===== config.mk =====
export PLATFORM = sky130hd
export DESIGN_NAME = mem_port_arbiter_flat
export DESIGN_NICKNAME = d
export VERILOG_FILES = /design/src/rtl/mem_arb_pkg.sv /design/src/rtl/mem_port_arbiter_if.sv /design/src/rtl/rr_arb2.sv /design/src/rtl/mem_port_arbiter.sv /design/src/flat_wrapper.sv
export SDC_FILE = /design/constraint.sdc
export NUM_CORES = 1
export LEC_CHECK = 0
export CORE_UTILIZATION = 38
export CTS_CLUSTER_DIAMETER = 150
export DETAILED_ROUTE_END_ITERATION = 6
export GPL_ROUTABILITY_DRIVEN = 0
export PLACE_DENSITY_LB_ADDON = 0.15
export SETUP_SLACK_MARGIN = 0.2
export SLEW_MARGIN = 10
export SYNTH_ARGS = -nofsm -noshare
export SYNTH_HDL_FRONTEND = slang
export SYNTH_SLANG_ARGS = --single-unit

===== constraint.sdc =====
create_clock -name clk -period 3.5 [get_ports clk]
set_clock_uncertainty 0.15 [all_clocks]
set_input_delay 0.7 -clock clk [delete_from_list [all_inputs] [get_ports clk]]
set_output_delay 0.7 -clock clk [all_outputs]
set_load 0.01 [all_outputs]

===== src/rtl/mem_arb_pkg.sv =====
// Shared types and defaults for the instruction-fetch / load-store memory port arbiter.
package mem_arb_pkg;

  localparam int AW_DEF = 10;
  localparam int DW_DEF = 19;

  typedef enum logic [1:0] {
    ST_IDLE  = 2'd0,
    ST_ISSUE = 2'd1,
    ST_WAIT  = 2'd2
  } state_e;

  typedef enum logic {
    REQ_IF = 1'b0,
    REQ_LS = 1'b1
  } req_id_e;

endpackage


===== src/rtl/mem_port_arbiter_if.sv =====
// Requester and memory-side signal bundle; slave is the arbiter view, master the environment view.
interface mem_port_arbiter_if #(
  parameter int AW = mem_arb_pkg::AW_DEF,
  parameter int DW = mem_arb_pkg::DW_DEF
);
  logic          if_req_valid;
  logic          if_req_ready;
  logic [AW-1:0] if_addr;
  logic          if_rsp_valid;
  logic [DW-1:0] if_rsp_data;

  logic          ls_req_valid;
  logic          ls_req_ready;
  logic          ls_we;
  logic [AW-1:0] ls_addr;
  logic [DW-1:0] ls_wdata;
  logic          ls_rsp_valid;
  logic [DW-1:0] ls_rsp_data;

  logic          mem_en;
  logic          mem_we;
  logic [AW-1:0] mem_addr;
  logic [DW-1:0] mem_wdata;
  logic [DW-1:0] mem_rdata;

  modport slave (
    input  if_req_valid, if_addr, ls_req_valid, ls_we, ls_addr, ls_wdata, mem_rdata,
    output if_req_ready, if_rsp_valid, if_rsp_data, ls_req_ready, ls_rsp_valid, ls_rsp_data,
    output mem_en, mem_we, mem_addr, mem_wdata
  );

  modport master (
    output if_req_valid, if_addr, ls_req_valid, ls_we, ls_addr, ls_wdata, mem_rdata,
    input  if_req_ready, if_rsp_valid, if_rsp_data, ls_req_ready, ls_rsp_valid, ls_rsp_data,
    input  mem_en, mem_we, mem_addr, mem_wdata
  );
endinterface


===== src/rtl/rr_arb2.sv =====
// Two-way round-robin picker; grant is combinational, the last-grant pointer moves only when en_i grants.
module rr_arb2
  import mem_arb_pkg::*;
(
  input  logic       clk,
  input  logic       rst,
  input  logic [1:0] req_i,
  input  logic       en_i,
  output logic [1:0] gnt_o
);

  req_id_e last_q, last_d;

  always_comb begin
    gnt_o  = 2'b00;
    last_d = last_q;
    if (en_i) begin
      case (req_i)
        2'b01:   gnt_o = 2'b01;
        2'b10:   gnt_o = 2'b10;
        2'b11:   gnt_o = (last_q == REQ_IF) ? 2'b10 : 2'b01;
        default: gnt_o = 2'b00;
      endcase
      if (gnt_o[1]) last_d = REQ_LS;
      else if (gnt_o[0]) last_d = REQ_IF;
    end
  end

  // Reset to LS so the first conflict goes to instruction fetch.
  always_ff @(posedge clk) begin
    if (rst) last_q <= REQ_LS;
    else     last_q <= last_d;
  end

endmodule


===== src/rtl/mem_port_arbiter.sv =====
// Shares one synchronous RAM port between fetch and load/store; one access in flight, 3 cycles per access.
module mem_port_arbiter
  import mem_arb_pkg::*;
#(
  parameter int AW = AW_DEF,
  parameter int DW = DW_DEF
) (
  input  logic               clk,
  input  logic               rst,
  mem_port_arbiter_if.slave  bus
);

  typedef struct packed {
    req_id_e       id;
    logic          we;
    logic [AW-1:0] addr;
    logic [DW-1:0] wdata;
  } req_t;

  state_e     state_q, state_d;
  req_t       req_q, req_d;
  logic [1:0] gnt;
  logic       arb_en;

  assign arb_en = (state_q == ST_IDLE) && !rst;

  rr_arb2 u_arb (
    .clk   (clk),
    .rst   (rst),
    .req_i ({bus.ls_req_valid, bus.if_req_valid}),
    .en_i  (arb_en),
    .gnt_o (gnt)
  );

  always_comb begin
    state_d          = state_q;
    req_d            = req_q;
    bus.if_req_ready = 1'b0;
    bus.ls_req_ready = 1'b0;
    bus.if_rsp_valid = 1'b0;
    bus.if_rsp_data  = '0;
    bus.ls_rsp_valid = 1'b0;
    bus.ls_rsp_data  = '0;
    bus.mem_en       = 1'b0;
    bus.mem_we       = 1'b0;
    bus.mem_addr     = '0;
    bus.mem_wdata    = '0;
    // Outputs stay quiet while reset is held, even if the state register has not cleared yet.
    if (!rst) begin
      case (state_q)
        ST_IDLE: begin
          bus.if_req_ready = gnt[0];
          bus.ls_req_ready = gnt[1];
          if (|gnt) begin
            req_d.id    = gnt[1] ? REQ_LS : REQ_IF;
            req_d.we    = gnt[1] & bus.ls_we;
            req_d.addr  = gnt[1] ? bus.ls_addr : bus.if_addr;
            req_d.wdata = gnt[1] ? bus.ls_wdata : '0;
            state_d     = ST_ISSUE;
          end
        end
        ST_ISSUE: begin
          bus.mem_en    = 1'b1;
          bus.mem_we    = req_q.we;
          bus.mem_addr  = req_q.addr;
          bus.mem_wdata = req_q.wdata;
          state_d       = ST_WAIT;
        end
        ST_WAIT: begin
          if (req_q.id == REQ_IF) begin
            bus.if_rsp_valid = 1'b1;
            bus.if_rsp_data  = bus.mem_rdata;
          end else begin
            bus.ls_rsp_valid = 1'b1;
            bus.ls_rsp_data  = req_q.we ? '0 : bus.mem_rdata;
          end
          state_d = ST_IDLE;
        end
        default: state_d = ST_IDLE;
      endcase
    end
  end

  always_ff @(posedge clk) begin
    if (rst) begin
      state_q <= ST_IDLE;
      req_q   <= '0;
    end else begin
      state_q <= state_d;
      req_q   <= req_d;
    end
  end

endmodule


===== src/flat_wrapper.sv =====
// flat-port wrapper written by rule: the top's interface ports become plain ports
module mem_port_arbiter_flat import mem_arb_pkg::*;
#(
  parameter int AW = AW_DEF,
  parameter int DW = DW_DEF
)
  (clk, rst, bus_if_req_valid, bus_if_addr, bus_ls_req_valid, bus_ls_we, bus_ls_addr, bus_ls_wdata, bus_mem_rdata, bus_if_req_ready, bus_if_rsp_valid, bus_if_rsp_data, bus_ls_req_ready, bus_ls_rsp_valid, bus_ls_rsp_data, bus_mem_en, bus_mem_we, bus_mem_addr, bus_mem_wdata);
  mem_port_arbiter_if #(.AW(AW), .DW(DW)) bus_i ();
  input  logic clk;
  input  logic rst;
  input wire logic [$bits(bus_i.if_req_valid)-1:0] bus_if_req_valid;
  input wire logic [$bits(bus_i.if_addr)-1:0] bus_if_addr;
  input wire logic [$bits(bus_i.ls_req_valid)-1:0] bus_ls_req_valid;
  input wire logic [$bits(bus_i.ls_we)-1:0] bus_ls_we;
  input wire logic [$bits(bus_i.ls_addr)-1:0] bus_ls_addr;
  input wire logic [$bits(bus_i.ls_wdata)-1:0] bus_ls_wdata;
  input wire logic [$bits(bus_i.mem_rdata)-1:0] bus_mem_rdata;
  output wire logic [$bits(bus_i.if_req_ready)-1:0] bus_if_req_ready;
  output wire logic [$bits(bus_i.if_rsp_valid)-1:0] bus_if_rsp_valid;
  output wire logic [$bits(bus_i.if_rsp_data)-1:0] bus_if_rsp_data;
  output wire logic [$bits(bus_i.ls_req_ready)-1:0] bus_ls_req_ready;
  output wire logic [$bits(bus_i.ls_rsp_valid)-1:0] bus_ls_rsp_valid;
  output wire logic [$bits(bus_i.ls_rsp_data)-1:0] bus_ls_rsp_data;
  output wire logic [$bits(bus_i.mem_en)-1:0] bus_mem_en;
  output wire logic [$bits(bus_i.mem_we)-1:0] bus_mem_we;
  output wire logic [$bits(bus_i.mem_addr)-1:0] bus_mem_addr;
  output wire logic [$bits(bus_i.mem_wdata)-1:0] bus_mem_wdata;
  assign bus_i.if_req_valid = bus_if_req_valid;
  assign bus_i.if_addr = bus_if_addr;
  assign bus_i.ls_req_valid = bus_ls_req_valid;
  assign bus_i.ls_we = bus_ls_we;
  assign bus_i.ls_addr = bus_ls_addr;
  assign bus_i.ls_wdata = bus_ls_wdata;
  assign bus_i.mem_rdata = bus_mem_rdata;
  assign bus_if_req_ready = bus_i.if_req_ready;
  assign bus_if_rsp_valid = bus_i.if_rsp_valid;
  assign bus_if_rsp_data = bus_i.if_rsp_data;
  assign bus_ls_req_ready = bus_i.ls_req_ready;
  assign bus_ls_rsp_valid = bus_i.ls_rsp_valid;
  assign bus_ls_rsp_data = bus_i.ls_rsp_data;
  assign bus_mem_en = bus_i.mem_en;
  assign bus_mem_we = bus_i.mem_we;
  assign bus_mem_addr = bus_i.mem_addr;
  assign bus_mem_wdata = bus_i.mem_wdata;
  mem_port_arbiter #(.AW(AW), .DW(DW)) u_core (.clk(clk), .rst(rst), .bus(bus_i));
endmodule

# [Word-level counts from Yosys, hierarchy flattened]
# Cells that the tools add are included.
# Widths: inputs -> output; s select.
[totals] ff_bits=34 latch_bits=0 mem_bits_rw=0 mem_bits_ro=0 out_inout_bits=73 word_cells=56 mem_count=0
[classes] n_addsub=0 mul=0 div_mod_pow=0 magnitude_cmp=0 eq_ne=6 shifts=0 n_mux=36 n_bitwise=1 reduce_logical=7
[ops] operator="$mux 19" count=10
[ops] operator="$mux 10" count=3
[ops] operator="$mux 1" count=17
[ops] operator="$mux 2" count=4
[ops] operator="$eq 2x2->1 const B" count=3
[ops] operator="$pmux 2 s3" count=1
[ops] operator="$eq 2x1->1 const B" count=2
[ops] operator="$pmux 2 s2" count=1
[ops] operator="$reduce_and 2->1" count=2
[ops] operator="$logic_not 2->1" count=1
[ops] operator="$ne 2x2->1 const B" count=1
[ops] operator="$reduce_bool 2->1" count=1
[ops] operator="$reduce_or 2->1" count=1
[ops] operator="$and 1x1->1" count=1
[ops] operator="$logic_and 1x1->1" count=1
[ops] operator="$logic_not 1->1" count=1

# [Longest topological paths before layout]
# Gate-level depths: netlist (run 1).
[depth] ltp_word=7 depth_mapped=5

# [By module]
# A second synthesis (run 1) with hierarchy kept.
[unflattened] hier_cells=190 hier_area_um2=1739.2
[by_module_without_submodules] mod="mem_port_arbiter" instances=1 cells_each=182 area_each_um2=1680.4 seq_area_each_um2=660.6
[by_module_without_submodules] mod="rr_arb2" instances=1 cells_each=8 area_each_um2=58.8 seq_area_each_um2=20.0

# [Worst setup path before layout (run 1)]
# No wires, ideal clock.
[synth_path] path_type="input to output" startpoint="input port rst" endpoint="output port bus_ls_rsp_data[10]" arrival_time_ps=1632 required_time_ps=2650 path_slack_ps=1018 stages=5 n_path_buf=2 path_cell_list="buf_2 nand2b_1 nor3_4 clkbuf_2 and2_1"
[synth_via] elab_chain_cells=1
[synth_lines] item="start, declared" line_no="flat_wrapper.sv:10" rtl="input logic rst;"
[synth_lines] item="$mux 19" line_no="mem_port_arbiter.sv:49" rtl="if (!rst) begin"
[synth_lines] item="end, declared" line_no="flat_wrapper.sv:23" rtl="output wire logic [$bits(bus_i.ls_rsp_data)-1:0] bus_ls_rsp_data;"
# Every way passes these cells.

# [Worst setup path in the final report (run 1)]
[layout_path] startpoint="input port rst" endpoint="output port bus_ls_rsp_data[16]"
# The elaborated chain is that of the path after synthesis.

==> results of run 1 <==
per-stage QoR:
stage	util	hold slack (ns)	power [uW]	area, sq um
floorplan	-	0.291	525	1910
global placement	0.701	0.302	645	3360
detailed placement	0.701	0.313	649	3360
CTS	0.722	0.323	950	3460
global route	0.722	0.338	989	3460
finish	0.722	0.321	942	3460
cells by family after synthesis:
logic type | after synthesis
buffers and inverters | 24
AND/OR/NAND/NOR | 109
multiplexers | 9
AO/OA/AOI/OAI | 65
flip-flops | 34
state kept, by name (all words and copies together) (netlist names):
name,count
u_core.state_q,2
u_core.u_arb.last_q,1
u_core.req_q,31
worst register-to-register path: stages (launching register included):
cell and delay, ns:
sky130_fd_sc_hd__dfxtp_1 0.38, sky130_fd_sc_hd__or3_4 0.55, sky130_fd_sc_hd__o21ai_0 0.24, sky130_fd_sc_hd__o21ai_1 0.10
where the power goes:
part | switching [uW] | internal, uW
Combinational | 91.1 | 125
Sequential | 12.9 | 411
Clock | 143 | 158
Total | 247 | 695
how the worst max path moves through the flow:
stage,slack [ns],from,to,cells past startpoint
after floorplan,1.02,rst,bus_ls_rsp_data[10],5
after global placement,0.15,rst,bus_ls_rsp_data[16],6
after detailed placement,0.10,rst,bus_ls_rsp_data[10],6
after CTS,0.43,rst,bus_ls_rsp_data[10],6
after global routing,0.33,rst,bus_ls_rsp_data[8],6
final,0.45,rst,bus_ls_rsp_data[16],6
Yosys cell counts:
cell	number
sky130_fd_sc_hd__a21boi_2	1
sky130_fd_sc_hd__a211oi_2	1
sky130_fd_sc_hd__clkbuf_2	3
sky130_fd_sc_hd__a221oi_1	1
sky130_fd_sc_hd__nand3_1	20
sky130_fd_sc_hd__clkbuf_1	10
sky130_fd_sc_hd__a21bo_2	1
sky130_fd_sc_hd__o21ai_0	34
sky130_fd_sc_hd__nand2b_1	2
sky130_fd_sc_hd__o21bai_1	1
sky130_fd_sc_hd__nor3b_1	2
sky130_fd_sc_hd__and2_1	69
sky130_fd_sc_hd__nor2b_1	9
sky130_fd_sc_hd__mux2i_1	9
sky130_fd_sc_hd__inv_1	2
sky130_fd_sc_hd__nor3_1	1
sky130_fd_sc_hd__a21oi_1	20
sky130_fd_sc_hd__nor3_4	2
sky130_fd_sc_hd__dfxtp_1	34
sky130_fd_sc_hd__buf_6	1
sky130_fd_sc_hd__buf_2	7
sky130_fd_sc_hd__o21ai_1	5
sky130_fd_sc_hd__a211o_1	1
sky130_fd_sc_hd__nor2_1	3
sky130_fd_sc_hd__buf_4	1
sky130_fd_sc_hd__or3_4	1
timing repair:
| action | 4_1_cts | 5_1_grt |
|---|---|---|
| setup endpoints to repair | 20 | 0 |
| gates resized for setup | 2 | 0 |
| endpoints found under the hold margin | 0 | 0 |
metal layers:
layer	GRT usage	up-vias	share of wire
li1	-	1074	-
met1	0.250	973	0.41
met5	0	-	0
met2	0.406	86	0.50
met3	0.0691	4	0.078
met4	0.0479	0	0.0089
cell type report:
type | count | area, sq um | share of cell area
clock buffer | 6 | 82.6 | 0.0239
timing repair buffer | 148 | 1450 | 0.419
multi-input combinational | 183 | 1140 | 0.330
inverter | 2 | 7.51 | 0.00217
tap | 67 | 83.8 | 0.0242
sequential | 34 | 681 | 0.197
clock inverter | 2 | 12.5 | 0.00362
==> impl_summary.txt, run 1 <==
----------------------------------------------------
[Cells and area]
  Share of layout cells above drive strength 1 ... 0.0800
  ANT cells ... 0
  Commonest cells after routing, fill and taps aside ... 134 x sky130_fd_sc_hd__clkdlybuf4s50_1, 69 x sky130_fd_sc_hd__and2_1, 34 x sky130_fd_sc_hd__o21ai_0, 34 x sky130_fd_sc_hd__dfxtp_1
  Fill cells ... 399
  Area Overhead vs Synth ... 80.6%
  Commonest non-fill, non-tap cell in the layout ... sky130_fd_sc_hd__clkdlybuf4s50_1
  Post-route insts no fill ... roughly 440
  NumNets Final ... approximately 440

[Worst setup path]
  Maximum fanout along the worst path ... 19
  Minimum setup slack among reg-to-reg paths ... between 1.5 and 2 ns
  Startpoint-to-endpoint class of the critical path ... input port to output pin
  Top delay family on crit path ... buffers and inverters
  Buffering stage count on the worst path with inverters included ... 3
  Kind of end point of the critical path ... output pin
  Reg2Reg Depth ... 3
  Worst setup SP type ... input port
  Slowest stage cell, crit path ... sky130_fd_sc_hd__clkdlybuf4s50_1
  Worst-path cell chain ... dlygate4sd2_1, nand2b_4, nor3_4, buf_4, and2_1, clkdlybuf4s50_1
  Beginning of the worst register-to-register path ... u_core.state_q[1]$_SDFFE_PP0P_
  Endpoint required time on the critical path ... between 2 and 3 ns
  End of the worst register-to-register path ... u_core.req_q[25]$_SDFFE_PP0P_
  Arrival time at the worst endpoint ... about 2.2 ns
  Crit-path max cell delay ... 0.54 ns

[Clocking]
  CTS tree ... yes
  Inserted Clock Buffers ... 5
  Post-CTS repair timing setup buffer count ... 0
  CTS Buffer Depth ... 2
  Number of clock sinks ... 34
  Worst-Skew Late Latency ... between 0.2 and 0.3 ns
  CTS H-tree depth ... 2
  Root Buffer Master ... sky130_fd_sc_hd__clkbuf_8
  Clock edge transition at the registers on the reported setup and hold paths ... ~0.070 ns
  Count of hold buffers inserted by post-cts repair ... 0

[Synthesis]
  Average cell area after synthesis ... 7.94 sq um
  Number of instances in the synthesized netlist ... about 240
  Synthesized-area fraction occupied by ao, oa, aoi and oai cells ... 0.185
  Number of unique standard cell types used by synthesis ... 26
  Portion of netlist area occupied by mux cells ... 0.0471
  Number of warnings reported in the yosys synthesis log ... 0
  Post-synthesis register bit count ... 34
  Netlist area before placement ... about 1900 sq um
  Net Count, Synth ... slightly above 300
  Top cell type's share of synthesized area ... 0.356
  Top cells by area, synth ... sky130_fd_sc_hd__dfxtp_1 36%, sky130_fd_sc_hd__and2_1 23%, sky130_fd_sc_hd__o21ai_0 8.9%, sky130_fd_sc_hd__a21oi_1 5.2%, sky130_fd_sc_hd__nand3_1 5.2%
  Post-synthesis sequential area ratio ... 0.356
  Main combinational cell family by area after synthesis ... simple AND/OR/NAND/NOR gates
  Simple-gate area share of the yosys netlist ... 0.353
  Library cell occupying the most area in the post-synthesis netlist ... sky130_fd_sc_hd__dfxtp_1
  XOR/XNOR Fraction of Synth Area ... 0
  Area share of fa/ha/maj cells after synthesis ... 0

[Timing]
  Number of endpoints failing setup at the final stage ... 0
  Final critical-path setup slack ... between 0.4 and 0.5 ns
  Sum Neg Setup Slack ... 0 ns
  Post-layout min period ... 3.05 ns
  Final clock period utilization by the worst path ... 0.870
  Final hold violation count ... 0
  Slew of the pin with the lowest slew margin ... ~0.57 ns
  Worst max-slew margin expressed relative to the limit ... 0.619
  Max Clk Rate ... 328 MHz
  Count of pins over their slew limit ... 0
  Unrepaired setup endpoints after global routing ... false

[Die]
  Die outline height ... 73.0 um
  Area of the core ... 4790 sq um
  Top-Level Pins ... 136
  Effective utilization at floorplan ... 0.400
  # rows ... 25
  Die Width ... approximately 73 um
  Full die area ... between 5000 and 6000 sq um

[Power and ir drop]
  Areal power density over the cells ... roughly 270 nW/um^2
  Standby leakage power ... 0.00127 uW
  Max IR drop VDD ... 0.000277 V

[Global route]
  Pin count of the biggest net entering global routing ... 31
  Via count of the first global-routing pass ... 1974
  Global Route Usage Sum ... 0.221
  Total congestion overflow ... 0
  Antenna violations before repair ... 0
  Global-route wire length before repair ... 9200 um

[Routing]
  Length of the first detailed-routing pass in iterations ... 4
  Aggregate routed wire length ... 5750 um
  Antenna Nets Post-Route ... 0
  Detailed-route via count ... 2137
  First DRT Iteration DRCs ... between 70 and 80
  Average wire per cell in the routed design ... 13.0 um
  Drc violations ... 0
  Vias per inst ... 4.83

[Placed design]
  Post-placement setup slack ... slightly above 0.1 ns
  Number of port buffers ... 135
  Placed cells ... roughly 430
  Dpl hpwl ... about 4300 um

[Job]
  Max-cap violation count ... 0

[Worst hold path]
  Classification of the worst-slack hold path ... flop to flop
  Worst Hold Depth ... 2
  Worst Hold Path EP ... u_core.req_q[12]$_SDFFE_PP0P_
  Hold_sp ... u_core.req_q[12]$_SDFFE_PP0P_

[Run status]
  Result of the run ... completed

----------------------------------------------------
Note: power is estimated with default switching activity, not from simulation.
==> run 2, diff against run 1 <==
--- a/config.mk
+++ b/config.mk
@@ -7,8 +7,8 @@
 export LEC_CHECK = 0
 export CORE_UTILIZATION = 38
 export CTS_CLUSTER_DIAMETER = 150
+export CTS_CLUSTER_SIZE = 24
 export DETAILED_ROUTE_END_ITERATION = 6
-export GPL_ROUTABILITY_DRIVEN = 0
 export PLACE_DENSITY_LB_ADDON = 0.15
 export SETUP_SLACK_MARGIN = 0.2
 export SLEW_MARGIN = 10
==> results of run 2 <==
Final layout, timing and power as in run 1 (identical DEF).
